==> src/rtl/lock_acquire_ctrl_if.sv <==
// Handshake/settings bundle between the PI loop, the lock sequencer and the DAC.
// master drives settings and loop signals; slave is the sequencer.
interface lock_acquire_ctrl_if #(
  parameter int DATA_WIDTH = 14,
  parameter int CNT_WIDTH  = 24
);
  logic                         enable;
  logic                         relock_en;
  logic signed [DATA_WIDTH-1:0] error;
  logic signed [DATA_WIDTH-1:0] pid_output;
  logic signed [DATA_WIDTH-1:0] sweep_min;
  logic signed [DATA_WIDTH-1:0] sweep_max;
  logic        [DATA_WIDTH-1:0] sweep_step;
  logic        [CNT_WIDTH-1:0]  sweep_div;
  logic        [DATA_WIDTH-1:0] lock_thresh;
  logic        [CNT_WIDTH-1:0]  lock_time;
  logic        [CNT_WIDTH-1:0]  unlock_time;
  logic signed [DATA_WIDTH-1:0] dac_out;
  logic                         pid_rst;
  logic signed [DATA_WIDTH-1:0] i_term_reset;
  logic        [1:0]            state;
  logic                         locked;
  logic                         lock_lost;

  modport master (
    output enable, relock_en, error, pid_output, sweep_min, sweep_max, sweep_step,
           sweep_div, lock_thresh, lock_time, unlock_time,
    input  dac_out, pid_rst, i_term_reset, state, locked, lock_lost
  );

  modport slave (
    input  enable, relock_en, error, pid_output, sweep_min, sweep_max, sweep_step,
           sweep_div, lock_thresh, lock_time, unlock_time,
    output dac_out, pid_rst, i_term_reset, state, locked, lock_lost
  );
endinterface

==> src/rtl/lock_acquire_ctrl.sv <==
// Lock acquisition sequencer: triangle sweep, capture, lock qualification and relock.
// Optional macro LOCK_RAIL_DETECT_EN treats a railed PI output as out of window.
module lock_acquire_ctrl #(
  parameter int DATA_WIDTH = 14,
  parameter int CNT_WIDTH  = 24
) (
  input logic                clk,
  input logic                rst,
  lock_acquire_ctrl_if.slave bus
);
  typedef enum logic [1:0] {IDLE = 2'd0, SWEEP = 2'd1, CATCH = 2'd2, LOCKED = 2'd3} state_t;

  localparam logic [CNT_WIDTH-1:0] CNT_MAX = '1;

  state_t                       st;
  logic signed [DATA_WIDTH-1:0] ramp, dac_r, iterm_r;
  logic                         dir_up, pid_rst_r, locked_r, lost_r;
  logic        [CNT_WIDTH-1:0]  div_cnt, in_cnt, out_cnt;

  logic signed [DATA_WIDTH:0]   err_ext, ramp_ext, step_ext, min_ext, max_ext, step_res;
  logic        [DATA_WIDTH:0]   abs_err;
  logic                         in_win, div_wrap, dir_next, loss;
  logic signed [DATA_WIDTH-1:0] ramp_next, relock_ramp;
  logic        [CNT_WIDTH-1:0]  in_next, out_next;

`ifdef LOCK_RAIL_DETECT_EN
  localparam logic signed [DATA_WIDTH-1:0] RAIL_POS = {1'b0, {(DATA_WIDTH-1){1'b1}}};
  localparam logic signed [DATA_WIDTH-1:0] RAIL_NEG = {1'b1, {(DATA_WIDTH-1){1'b0}}};
`endif

  // |error| needs one extra bit so the most negative code does not wrap.
  always_comb begin
    err_ext = {bus.error[DATA_WIDTH-1], bus.error};
    abs_err = err_ext[DATA_WIDTH] ? -err_ext : err_ext;
    in_win  = abs_err <= {1'b0, bus.lock_thresh};
`ifdef LOCK_RAIL_DETECT_EN
    if ((st == CATCH || st == LOCKED) &&
        (bus.pid_output == RAIL_POS || bus.pid_output == RAIL_NEG))
      in_win = 1'b0;
`endif
  end

  always_comb begin
    in_next  = !in_win ? '0 : (in_cnt == CNT_MAX ? in_cnt : in_cnt + 1'b1);
    out_next = in_win ? '0 : (out_cnt == CNT_MAX ? out_cnt : out_cnt + 1'b1);
    loss     = !in_win && (out_next >= bus.unlock_time);
    div_wrap = div_cnt >= bus.sweep_div;
  end

  always_comb begin
    ramp_ext  = {ramp[DATA_WIDTH-1], ramp};
    step_ext  = {1'b0, bus.sweep_step};
    min_ext   = {bus.sweep_min[DATA_WIDTH-1], bus.sweep_min};
    max_ext   = {bus.sweep_max[DATA_WIDTH-1], bus.sweep_max};
    step_res  = dir_up ? ramp_ext + step_ext : ramp_ext - step_ext;
    ramp_next = ramp;
    dir_next  = dir_up;
    if (bus.sweep_min >= bus.sweep_max) begin
      ramp_next = bus.sweep_min;
    end else if (bus.sweep_step == '0) begin
      ramp_next = ramp;
    end else if (step_res >= max_ext) begin
      ramp_next = bus.sweep_max;
      dir_next  = 1'b0;
    end else if (step_res <= min_ext) begin
      ramp_next = bus.sweep_min;
      dir_next  = 1'b1;
    end else begin
      ramp_next = step_res[DATA_WIDTH-1:0];
    end
    relock_ramp = dac_r;
    if (dac_r < bus.sweep_min)
      relock_ramp = bus.sweep_min;
    else if (dac_r > bus.sweep_max)
      relock_ramp = bus.sweep_max;
  end

  // Disable shares the reset path: both return every register to its idle value.
  always_ff @(posedge clk) begin
    if (rst || !bus.enable) begin
      st        <= IDLE;
      ramp      <= '0;
      dir_up    <= 1'b1;
      dac_r     <= '0;
      iterm_r   <= '0;
      pid_rst_r <= 1'b1;
      locked_r  <= 1'b0;
      lost_r    <= 1'b0;
      div_cnt   <= '0;
      in_cnt    <= '0;
      out_cnt   <= '0;
    end else begin
      unique case (st)
        IDLE: begin
          st        <= SWEEP;
          ramp      <= bus.sweep_min;
          dir_up    <= 1'b1;
          div_cnt   <= '0;
          dac_r     <= bus.sweep_min;
          iterm_r   <= bus.sweep_min;
          pid_rst_r <= 1'b1;
        end
        SWEEP: begin
          pid_rst_r <= 1'b1;
          locked_r  <= 1'b0;
          if (in_win) begin
            st        <= CATCH;
            pid_rst_r <= 1'b0;
            in_cnt    <= '0;
            out_cnt   <= '0;
          end else if (div_wrap) begin
            ramp    <= ramp_next;
            dir_up  <= dir_next;
            dac_r   <= ramp_next;
            iterm_r <= ramp_next;
            div_cnt <= '0;
          end else begin
            div_cnt <= div_cnt + 1'b1;
          end
        end
        CATCH: begin
          dac_r   <= bus.pid_output;
          in_cnt  <= in_next;
          out_cnt <= out_next;
          if (in_next >= bus.lock_time) begin
            st       <= LOCKED;
            locked_r <= in_win;
          end else if (loss) begin
            st        <= SWEEP;
            pid_rst_r <= 1'b1;
            div_cnt   <= '0;
            dac_r     <= ramp;
            iterm_r   <= ramp;
            in_cnt    <= '0;
            out_cnt   <= '0;
          end
        end
        LOCKED: begin
          dac_r    <= bus.pid_output;
          in_cnt   <= in_next;
          out_cnt  <= out_next;
          locked_r <= in_win;
          if (loss) begin
            lost_r <= 1'b1;
            if (bus.relock_en) begin
              st        <= SWEEP;
              ramp      <= relock_ramp;
              dac_r     <= relock_ramp;
              iterm_r   <= relock_ramp;
              pid_rst_r <= 1'b1;
              div_cnt   <= '0;
              locked_r  <= 1'b0;
              in_cnt    <= '0;
              out_cnt   <= '0;
            end
          end
        end
        default: st <= IDLE;
      endcase
    end
  end

  assign bus.dac_out      = dac_r;
  assign bus.pid_rst      = pid_rst_r;
  assign bus.i_term_reset = iterm_r;
  assign bus.state        = st;
  assign bus.locked       = locked_r;
  assign bus.lock_lost    = lost_r;
endmodule

==> src/flat_wrapper.sv <==
// flat-port wrapper written by rule: the top's interface ports become plain ports
module lock_acquire_ctrl_flat 
#(
  parameter int DATA_WIDTH = 14,
  parameter int CNT_WIDTH  = 24
)
  (clk, rst, bus_enable, bus_relock_en, bus_error, bus_pid_output, bus_sweep_min, bus_sweep_max, bus_sweep_step, bus_sweep_div, bus_lock_thresh, bus_lock_time, bus_unlock_time, bus_dac_out, bus_pid_rst, bus_i_term_reset, bus_state, bus_locked, bus_lock_lost);
  lock_acquire_ctrl_if #(.DATA_WIDTH(DATA_WIDTH), .CNT_WIDTH(CNT_WIDTH)) bus_i ();
  input logic clk;
  input logic rst;
  input wire logic [$bits(bus_i.enable)-1:0] bus_enable;
  input wire logic [$bits(bus_i.relock_en)-1:0] bus_relock_en;
  input wire logic [$bits(bus_i.error)-1:0] bus_error;
  input wire logic [$bits(bus_i.pid_output)-1:0] bus_pid_output;
  input wire logic [$bits(bus_i.sweep_min)-1:0] bus_sweep_min;
  input wire logic [$bits(bus_i.sweep_max)-1:0] bus_sweep_max;
  input wire logic [$bits(bus_i.sweep_step)-1:0] bus_sweep_step;
  input wire logic [$bits(bus_i.sweep_div)-1:0] bus_sweep_div;
  input wire logic [$bits(bus_i.lock_thresh)-1:0] bus_lock_thresh;
  input wire logic [$bits(bus_i.lock_time)-1:0] bus_lock_time;
  input wire logic [$bits(bus_i.unlock_time)-1:0] bus_unlock_time;
  output wire logic [$bits(bus_i.dac_out)-1:0] bus_dac_out;
  output wire logic [$bits(bus_i.pid_rst)-1:0] bus_pid_rst;
  output wire logic [$bits(bus_i.i_term_reset)-1:0] bus_i_term_reset;
  output wire logic [$bits(bus_i.state)-1:0] bus_state;
  output wire logic [$bits(bus_i.locked)-1:0] bus_locked;
  output wire logic [$bits(bus_i.lock_lost)-1:0] bus_lock_lost;
  assign bus_i.enable = bus_enable;
  assign bus_i.relock_en = bus_relock_en;
  assign bus_i.error = bus_error;
  assign bus_i.pid_output = bus_pid_output;
  assign bus_i.sweep_min = bus_sweep_min;
  assign bus_i.sweep_max = bus_sweep_max;
  assign bus_i.sweep_step = bus_sweep_step;
  assign bus_i.sweep_div = bus_sweep_div;
  assign bus_i.lock_thresh = bus_lock_thresh;
  assign bus_i.lock_time = bus_lock_time;
  assign bus_i.unlock_time = bus_unlock_time;
  assign bus_dac_out = bus_i.dac_out;
  assign bus_pid_rst = bus_i.pid_rst;
  assign bus_i_term_reset = bus_i.i_term_reset;
  assign bus_state = bus_i.state;
  assign bus_locked = bus_i.locked;
  assign bus_lock_lost = bus_i.lock_lost;
  lock_acquire_ctrl #(.DATA_WIDTH(DATA_WIDTH), .CNT_WIDTH(CNT_WIDTH)) u_core (.clk(clk), .rst(rst), .bus(bus_i));
endmodule
==> config.mk <==
export PLATFORM = sky130hd
export DESIGN_NAME = lock_acquire_ctrl_flat
export DESIGN_NICKNAME = d
export VERILOG_FILES = /design/src/rtl/lock_acquire_ctrl_if.sv /design/src/rtl/lock_acquire_ctrl.sv /design/src/flat_wrapper.sv
export SDC_FILE = /design/constraint.sdc
export NUM_CORES = 1
export LEC_CHECK = 0
export BUFFER_PORTS_ARGS = -buffer_cell sky130_fd_sc_hd__buf_2
export CORE_MARGIN = 8
export CORE_UTILIZATION = 50
export DETAILED_ROUTE_END_ITERATION = 8
export PLACE_DENSITY = 0.74
export REMOVE_ABC_BUFFERS = 1
export SYNTH_ARGS = -nofsm -noshare
export SYNTH_HDL_FRONTEND = slang
export SYNTH_SLANG_ARGS = --single-unit
==> constraint.sdc <==
create_clock -name clk -period 5.9 [get_ports clk]
set_input_delay 0.885 -clock clk [delete_from_list [all_inputs] [get_ports clk]]
set_output_delay 0.885 -clock clk [all_outputs]
set_load 0.01 [all_outputs]
==> results of run 1 <==
## worst min-delay path by stage
| stage | startpoint | end | slack, ps | depth (start not counted) |
|---|---|---|---|---|
| after global placement | u_core.bus.pid_rst | u_core.bus.pid_rst | 460 | 1 |
| after global routing | u_core.bus.pid_rst | u_core.bus.pid_rst | 490 | 1 |
| after CTS | u_core.bus.pid_rst | u_core.bus.pid_rst | 480 | 1 |
| final | u_core.bus.pid_rst | u_core.bus.pid_rst | 470 | 1 |
| after detailed placement | u_core.bus.pid_rst | u_core.bus.pid_rst | 460 | 1 |
| after floorplan | u_core.div_cnt[23] | u_core.div_cnt[23] | 460 | 2 |
## per-stage QoR
| step | TNS (ps) | area (µm²) |
|---|---|---|
| floorplan | -109740 | 12460 |
| global placement | -27790 | 15500 |
| detailed placement | -38600 | 15500 |
| CTS | -6.018 | 16130 |
| global route | -1023 | 16650 |
| finish | 0 | 16650 |
## routing by layer
metal	global-route usage (%)	routed length, µm
met1	34.26	18640
met2	46.64	21720
met4	11.44	1506
met5	0	0
met3	4.488	3751
## area by class of cell
type	count	area [µm²]	share of cell area, %
Multi-Input combinational cell	1349	9953	59.79
Timing Repair Buffer	411	2735	16.43
Sequential cell	120	2402	14.43
Inverter	142	533.0	3.202
Clock buffer	18	429.2	2.578
Tap cell	330	412.9	2.480
Clock inverter	14	176.4	1.060
Antenna cell	2	5.005	0.03006
## synthesized netlist by cell type, drive strengths merged, types with 5 or more instances
master	n	area (µm²)
o21a	16	120.1
nor2b	8	50.05
nand3b	8	60.06
ha	182	2277
or2	7	43.79
a32o	13	130.1
a22oi	42	315.3
clkbuf	57	214.0
o2111ai	5	43.79
buf	19	103.9
nor4	13	93.84
nand2	143	536.8
and3	22	137.6
a311oi	12	130.1
o221ai	7	61.31
a221oi	12	122.6
mux2i	38	380.4
nand4	45	281.5
and4	7	61.31
a21oi	91	455.4
xor2	41	359.1
a221o	8	80.08
nor2	183	686.9
a31oi	22	165.2
o22ai	10	62.56
a21o	27	202.7
and2	9	58.81
nand3	52	260.3
o211ai	29	222.7
nor3b	6	45.04
mux2	7	78.83
o31ai	7	52.55
a211oi	22	170.2
inv	141	529.3
nor3	42	242.7
or3	14	92.59
dfxtp	120	2402
nand2b	10	62.56
or4	9	67.56
a21boi	5	37.54
xnor2	49	429.2
o21ai	77	389.1
## what timing repair did
item | CTS | global route
endpoints found under the hold margin | 0 | 0
buffers inserted | 0 | 13
pin swaps | 0 | 32
gates cloned | 0 | 3
endpoints found under the setup margin | 37 | 94
gates resized for setup | 5 | 84
## registers in the layout, indices dropped and copies added, names as in the netlist
register and flops:
u_core.bus.dac_out 14, u_core.bus.i_term_reset 14, u_core.bus.lock_lost 1, u_core.bus.locked 1, u_core.bus.pid_rst 1, u_core.bus.state 2
u_core.dir_up 1, u_core.div_cnt 24, u_core.in_cnt 24, u_core.out_cnt 24, u_core.ramp 14
## power breakdown
group,switching (mW),internal (mW),total [mW]
Sequential,0.0326,0.830,0.863
Clock,0.424,0.667,1.09
Combinational,0.656,0.527,1.18
## worst reg2reg max path, cell delays in order (launching register included)
cell and delay [ps]:
dfxtp_1 560, mux2_2 270, inv_1 60, fa_1 420, nand2b_1 180, a21o_1 200
a211oi_2 180, buf_4 160, o21ai_1 60, a21oi_1 210, o21ai_1 80, nand2b_1 90
a21oi_2 60, xnor2_1 120, buf_4 150, buf_4 130, ha_1 290, and4_4 240
o2111ai_2 140, a221oi_2 420, a31o_4 230, o211ai_1 100, a21oi_1 210, buf_4 160
a2bb2oi_1 270, a21boi_2 110, o31a_1 230
## kinds of logic (layout without fill, tap and decap cells)
group / count (synthesis) / count (layout) / share of synthesized area, %
XOR/XNOR: 90 / 90 / 6.168
AO/OA/AOI/OAI: 445 / 446 / 24.54
adder cells (fa/ha/maj): 183 / 183 / 17.98
multiplexers: 45 / 45 / 3.593
other: 0 / 2 / 0
AND/OR/NAND/NOR: 585 / 585 / 22.26
flip-flops: 120 / 120 / 18.80
buffers and inverters: 218 / 585 / 6.658
==> flow_results.xml, run 1 <==
<?xml version="1.0" encoding="UTF-8"?>
<metrics>
  <group name="logic_synthesis">
    <metric name="synthFlopType" unit="">dfxtp_1</metric>
    <metric name="share_of_synthesized_area_occupied_by_flip_flops_and_latches" unit="%">18.80</metric>
    <metric name="post_synth_num_cell_types" unit="">87</metric>
    <metric name="synthArstFlopShare" unit="%">0</metric>
    <metric name="ys_ff_latch" unit="">120</metric>
    <metric name="average_size_of_a_mapped_cell" unit="µm²">7.580</metric>
    <metric name="synthesis.yosys.warnings" unit="">0</metric>
    <metric name="synth-edff-count" unit="">0</metric>
    <metric name="syn-cell-area" unit="µm²">12780</metric>
    <metric name="synth_cells" unit="">1686</metric>
  </group>
  <group name="global_route">
    <metric name="maximum_number_of_pins_on_one_net_before_global_route_repair" unit="">45</metric>
    <metric name="grt_first_pass_wirelength" unit="µm">70010</metric>
    <metric name="gr-total-overflow" unit="">0</metric>
    <metric name="grt_antenna_before_repair" unit="">2</metric>
    <metric name="number_of_global_route_vias_before_repair" unit="">14010</metric>
    <metric name="total_grt_usage" unit="%">27.60</metric>
  </group>
  <group name="floorplan">
    <metric name="core-area" unit="µm²">25110</metric>
    <metric name="dieHeight" unit="µm">175.9</metric>
    <metric name="floorplan.die.width" unit="µm">175.9</metric>
    <metric name="io_pins" unit="">193</metric>
    <metric name="floorplan.rows" unit="">58</metric>
    <metric name="initial_core_util" unit="%">50.90</metric>
    <metric name="die_area" unit="µm²">30930</metric>
  </group>
  <group name="setup_path">
    <metric name="crit_slowest_cell" unit="">or3_4</metric>
    <metric name="critical_path_cell_count" unit="">28</metric>
    <metric name="cp_num_buf_inv" unit="">7</metric>
    <metric name="cp_data_required_time" unit="ps">6210</metric>
    <metric name="reg2reg_from" unit="">u_core.dir_up</metric>
    <metric name="reg2regPathDepth" unit="">26</metric>
    <metric name="critical-path-top-delay-family" unit="">compound AO/OA/AOI/OAI gates</metric>
    <metric name="cp_max_fo" unit="">15</metric>
    <metric name="critPathMostFrequentCell" unit="">ha_1</metric>
    <metric name="cpPeakStageDelay" unit="ps">380</metric>
    <metric name="timing.rr.end" unit="">u_core.bus.i_term_reset[1]</metric>
    <metric name="worst_setup_path_startpoint" unit="">bus_error[1]</metric>
    <metric name="timing.setup.critical_path_class" unit="">in2reg</metric>
    <metric name="regToRegSetupSlack" unit="ps">450</metric>
    <metric name="worstSetupEndpoint" unit="">u_core.bus.dac_out[7]</metric>
    <metric name="setup.worst_path.end_class" unit="">flop</metric>
    <metric name="worst-endpoint-arrival" unit="ps">6080</metric>
    <metric name="setup.worst_path.start_class" unit="">input port</metric>
  </group>
  <group name="power">
    <metric name="power.leakage" unit="nW">7.811</metric>
    <metric name="power.density_cell_area" unit="nW/µm²">188.4</metric>
    <metric name="totalPowerFinal" unit="mW">3.136</metric>
    <metric name="worst_ir_drop_vdd" unit="V">0.0002309</metric>
  </group>
  <group name="routing">
    <metric name="postRouteAntennaNets" unit="">0</metric>
    <metric name="drt_iter0_drc" unit="">1531</metric>
    <metric name="routed_wirelength" unit="µm">45620</metric>
    <metric name="routed_wire_length_per_instance" unit="µm">19.12</metric>
    <metric name="num_vias" unit="">14570</metric>
    <metric name="detail_route.vias_per_cell" unit="">6.104</metric>
    <metric name="drtPass1Iterations" unit="">6</metric>
    <metric name="drcViolationCount" unit="">0</metric>
  </group>
  <group name="clock_network">
    <metric name="clk_path_buf_depth" unit="">2</metric>
    <metric name="tritoncts" unit="">built</metric>
    <metric name="cts_root_buffer" unit="">clkbuf_16</metric>
    <metric name="htreeDepth" unit="">4</metric>
    <metric name="cts.hold.buffers_added" unit="">0</metric>
    <metric name="clock_sinks" unit="">120</metric>
    <metric name="cts.clk_slew.worst_paths" unit="ps">60</metric>
    <metric name="clk-insertion-delay-late" unit="ps">440</metric>
    <metric name="cts_inserted_buffers" unit="">17</metric>
  </group>
  <group name="place">
    <metric name="detailedPlace.worstSlack" unit="ps">-614.5</metric>
    <metric name="numPlacedInstances" unit="">2336</metric>
    <metric name="place_hpwl" unit="µm">35020</metric>
    <metric name="gp_congestion" unit="">0.9889</metric>
    <metric name="io_buffers" unit="">192</metric>
  </group>
  <group name="timing">
    <metric name="timing.final.max_slew_violations" unit="">0</metric>
    <metric name="worst_clock_skew" unit="ps">14.18</metric>
    <metric name="finalSetupViolations" unit="">0</metric>
    <metric name="max-slew-margin-rel" unit="%">7.267</metric>
    <metric name="period_minus_slack" unit="ps">5773</metric>
    <metric name="rsz0062_at_grt" unit="">yes</metric>
    <metric name="period_share" unit="%">97.84</metric>
    <metric name="max_freq" unit="MHz">173.2</metric>
    <metric name="postLayoutSetupSlackWorst" unit="ps">127.3</metric>
    <metric name="whs" unit="ps">474.8</metric>
    <metric name="timing_worst_slew_pin_value" unit="ps">1387</metric>
    <metric name="finalHoldViolations" unit="">0</metric>
  </group>
  <group name="final_layout">
    <metric name="layout.cells.most_common_list" unit="">buf_4, buf_2, ha_1, nor2_1, nand2_1</metric>
    <metric name="post_route_cells_drive_above_1_share" unit="%">26.39</metric>
    <metric name="areaGrowthSynthToFinish" unit="%">30.26</metric>
    <metric name="layout.nets" unit="">2384</metric>
    <metric name="layout_commonest_cell" unit="">buf_4</metric>
    <metric name="fillers" unit="">2150</metric>
    <metric name="final-instance-count-excl-fill" unit="">2386</metric>
    <metric name="finish.utilization" unit="%">66.30</metric>
  </group>
  <group name="worst_hold_path">
    <metric name="min_path_type" unit="">reg2reg</metric>
  </group>
  <group name="run_status">
    <metric name="result_of_the_run" unit="">finished clean</metric>
  </group>
  <group name="job">
    <metric name="maxCapViolations" unit="">0</metric>
  </group>
</metrics>
No activity file was read; power rests on OpenSTA's default activity.
==> run 2: changes to the inputs <==
Settings changed: ABC_AREA from default to 1.
==> flow_results.xml, run 2 <==
<?xml version="1.0" encoding="UTF-8"?>
<metrics>
  <group name="run_status">
    <metric name="result_of_the_run" unit="">finished clean</metric>
  </group>
  <group name="timing">
    <metric name="period_share" unit="%">90.04</metric>
    <metric name="timing.final.max_slew_violations" unit="">0</metric>
    <metric name="finalSetupViolations" unit="">0</metric>
    <metric name="finalHoldViolations" unit="">0</metric>
    <metric name="period_minus_slack" unit="ps">5312</metric>
    <metric name="rsz0062_at_grt" unit="">no</metric>
    <metric name="timing_worst_slew_pin_value" unit="ps">1348</metric>
    <metric name="worst_clock_skew" unit="ps">8.340</metric>
    <metric name="whs" unit="ps">469.1</metric>
    <metric name="max_freq" unit="MHz">188.2</metric>
    <metric name="postLayoutSetupSlackWorst" unit="ps">587.7</metric>
    <metric name="finalSetupTns" unit="ps">0</metric>
    <metric name="max-slew-margin-rel" unit="%">9.830</metric>
  </group>
  <group name="final_layout">
    <metric name="finish.utilization" unit="%">57.21</metric>
    <metric name="layout.cells.most_common_list" unit="">nand2_1, inv_1, a21oi_1, buf_2, nand3_1</metric>
    <metric name="areaGrowthSynthToFinish" unit="%">13.14</metric>
    <metric name="post_route_cells_drive_above_1_share" unit="%">11.64</metric>
    <metric name="largestRegisters" unit="">u_core.div_cnt (24), u_core.in_cnt (24), u_core.out_cnt (24)</metric>
    <metric name="layout.nets" unit="">2805</metric>
    <metric name="final_design_area_no_fill" unit="µm²">15850</metric>
    <metric name="layout_commonest_cell" unit="">nand2_1</metric>
    <metric name="final-instance-count-excl-fill" unit="">2856</metric>
  </group>
  <group name="clock_network">
    <metric name="clk_path_buf_depth" unit="">2</metric>
    <metric name="htreeDepth" unit="">4</metric>
    <metric name="post_cts_resized" unit="">0</metric>
    <metric name="clk-insertion-delay-late" unit="ps">420</metric>
    <metric name="cts.hold.buffers_added" unit="">0</metric>
    <metric name="post-cts-setup-buffers" unit="">0</metric>
    <metric name="clock_sinks" unit="">120</metric>
    <metric name="cts.clk_slew.worst_paths" unit="ps">60</metric>
    <metric name="cts_inserted_buffers" unit="">17</metric>
    <metric name="tritoncts" unit="">built</metric>
    <metric name="cts_root_buffer" unit="">clkbuf_16</metric>
  </group>
  <group name="place">
    <metric name="io_buffers" unit="">192</metric>
    <metric name="place_hpwl" unit="µm">36160</metric>
    <metric name="numPlacedInstances" unit="">2821</metric>
    <metric name="gp_congestion" unit="">1.006</metric>
    <metric name="detailedPlace.worstSlack" unit="ps">-50.78</metric>
    <metric name="placement.cell_area" unit="µm²">15270</metric>
  </group>
  <group name="global_route">
    <metric name="grt_first_pass_wirelength" unit="µm">74900</metric>
    <metric name="gr-total-overflow" unit="">0</metric>
    <metric name="number_of_global_route_vias_before_repair" unit="">15310</metric>
    <metric name="total_grt_usage" unit="%">27.03</metric>
    <metric name="maximum_number_of_pins_on_one_net_before_global_route_repair" unit="">52</metric>
    <metric name="grt_antenna_before_repair" unit="">5</metric>
  </group>
  <group name="setup_path">
    <metric name="cp_data_required_time" unit="ps">6220</metric>
    <metric name="critPathMostFrequentCell" unit="">nand2_1</metric>
    <metric name="cp_max_fo" unit="">30</metric>
    <metric name="regToRegSetupSlack" unit="ps">1250</metric>
    <metric name="reg2regPathDepth" unit="">30</metric>
    <metric name="timing.rr.end" unit="">u_core.bus.dac_out[10]</metric>
    <metric name="timing.setup.critical_path_class" unit="">in2reg</metric>
    <metric name="setup.worst_path.end_class" unit="">flop</metric>
    <metric name="worst-endpoint-arrival" unit="ps">5630</metric>
    <metric name="reg2reg_from" unit="">u_core.dir_up</metric>
    <metric name="cpPeakStageDelay" unit="ps">360</metric>
    <metric name="setup.worst_path.start_class" unit="">input port</metric>
    <metric name="crit_slowest_cell" unit="">nor2_4</metric>
  </group>
  <group name="floorplan">
    <metric name="dieHeight" unit="µm">183.4</metric>
    <metric name="core-area" unit="µm²">27710</metric>
    <metric name="initial_core_util" unit="%">50.56</metric>
    <metric name="floorplan.rows" unit="">61</metric>
    <metric name="io_pins" unit="">193</metric>
    <metric name="die_area" unit="µm²">33630</metric>
    <metric name="floorplan.die.width" unit="µm">183.4</metric>
  </group>
  <group name="logic_synthesis">
    <metric name="synth_largest_area_cell" unit="">dfxtp_1</metric>
    <metric name="share_of_synthesized_area_occupied_by_flip_flops_and_latches" unit="%">17.15</metric>
    <metric name="main_combinational_cell_family_by_area_after_synthesis" unit="">simple AND/OR/NAND/NOR gates</metric>
    <metric name="synthMuxAreaShare" unit="%">0</metric>
    <metric name="synthesis.yosys.warnings" unit="">0</metric>
    <metric name="average_size_of_a_mapped_cell" unit="µm²">6.080</metric>
    <metric name="post_synth_num_cell_types" unit="">52</metric>
    <metric name="synth_cells" unit="">2304</metric>
    <metric name="synth-edff-count" unit="">0</metric>
    <metric name="ys_ff_latch" unit="">120</metric>
    <metric name="syn-cell-area" unit="µm²">14010</metric>
    <metric name="netlist_top_cells_area" unit="">dfxtp_1, ha_1, nand2_1</metric>
    <metric name="synth-simple-area-share" unit="%">35.75</metric>
    <metric name="synthFlopType" unit="">dfxtp_1</metric>
    <metric name="yosys.cell_count.top_type" unit="">nand2_1</metric>
    <metric name="synth-adder-area-share" unit="%">16.40</metric>
    <metric name="synth_xor_area_share" unit="%">4.502</metric>
    <metric name="fraction_of_the_mapped_netlist_area_in_compound_gates" unit="%">14.26</metric>
    <metric name="synthArstFlopShare" unit="%">0</metric>
    <metric name="synth_top_area_share" unit="%">17.15</metric>
    <metric name="synth_top_cells_by_count" unit="">nand2_1, inv_1, a21oi_1</metric>
  </group>
  <group name="worst_hold_path">
    <metric name="min_path_type" unit="">reg2reg</metric>
    <metric name="hold_end" unit="">u_core.out_cnt[23]</metric>
    <metric name="hold-path-cell-count" unit="">2</metric>
    <metric name="timing.hold.worst.start" unit="">u_core.out_cnt[23]</metric>
  </group>
  <group name="job">
    <metric name="maxCapViolations" unit="">0</metric>
  </group>
  <group name="power">
    <metric name="worst_ir_drop_vdd" unit="V">0.0001967</metric>
    <metric name="power.density_cell_area" unit="nW/µm²">192.3</metric>
    <metric name="power.leakage" unit="nW">8.392</metric>
    <metric name="totalPowerFinal" unit="mW">3.048</metric>
  </group>
  <group name="routing">
    <metric name="drtPass1Iterations" unit="">6</metric>
    <metric name="routed_wire_length_per_instance" unit="µm">16.18</metric>
    <metric name="drt_iter0_drc" unit="">1512</metric>
    <metric name="postRouteAntennaNets" unit="">0</metric>
    <metric name="drcViolationCount" unit="">0</metric>
    <metric name="routed_wirelength" unit="µm">46220</metric>
    <metric name="detail_route.vias_per_cell" unit="">5.504</metric>
    <metric name="num_vias" unit="">15720</metric>
  </group>
</metrics>
-- run 2: cell types whose count changed in the layout (fill, tap and decap cells not counted), moves of 16 or more --
cell	previous run	this run
nand2_1	142	594
inv_1	140	343
buf_4	203	19
nand3_1	51	185
a21oi_1	86	206
mux2i_1	38	0
o211ai_1	28	3
o21ai_0	60	85
a21o_1	27	3
xnor2_1	49	26
nand4_1	45	66
a22oi_1	42	23
and3_1	19	2
a211oi_1	17	1
-- run 2: area by class of cell --
| cell class | instances | area, µm² |
|---|---|---|
| inverters | 354 | 1331 |
| flip-flops and latches | 120 | 2402 |
| well taps | 378 | 473.0 |
| clock inverters | 14 | 133.9 |
| multi-input cells | 1757 | 9948 |
| clock buffers | 18 | 429.2 |
| repair buffers | 212 | 1124 |
| diodes | 3 | 7.507 |
| fillers | 2782 | 11860 |
-- run 2: cells by family after synthesis --
kind of cell	Yosys count
and+or+nand+nor	1137
buffers and inverters	427
AOI/OAI and AO/OA	365
adders and majority gates	183
DFF	120
xor gates and xnor gates	72
-- run 2: where the power goes --
group          total [mW]  internal [mW]  switching (mW)
sequential          0.873          0.833          0.0403
clock                1.02          0.615           0.406
combinational        1.15          0.410           0.744
-- run 2: critical path, delay by kind of cell --
family | cells | cell delay (ps)
compound gates | 4 | 450
xor+xnor | 1 | 100
fa+ha+maj | 3 | 690
buf+inv | 10 | 1000
simple gates | 18 | 2470
-- run 2: worst max path at each step --
stage / startpoint / to / slack [ps] / cells after the start
finish: bus_error[0] / u_core.div_cnt[14] / 590 / 36
global route: bus_error[0] / u_core.div_cnt[23] / 40 / 35
CTS: bus_error[0] / u_core.bus.dac_out[10] / 380 / 33
detailed placement: bus_error[0] / u_core.bus.dac_out[10] / -50 / 29
global placement: bus_error[0] / u_core.bus.dac_out[3] / 160 / 33
floorplan: bus_error[0] / u_core.div_cnt[1] / -240 / 31
-- run 2: per-layer routing --
| layer | vias up | GRT usage [%] | part of all wire [%] |
|---|---|---|---|
| met5 | - | 0 | 0.050 |
| met4 | 4 | 13.14 | 4.5 |
| met3 | 145 | 6.371 | 8.7 |
| met2 | 656 | 44.64 | 45 |
| met1 | 7046 | 32.57 | 42 |
| li1 | 7868 | - | - |
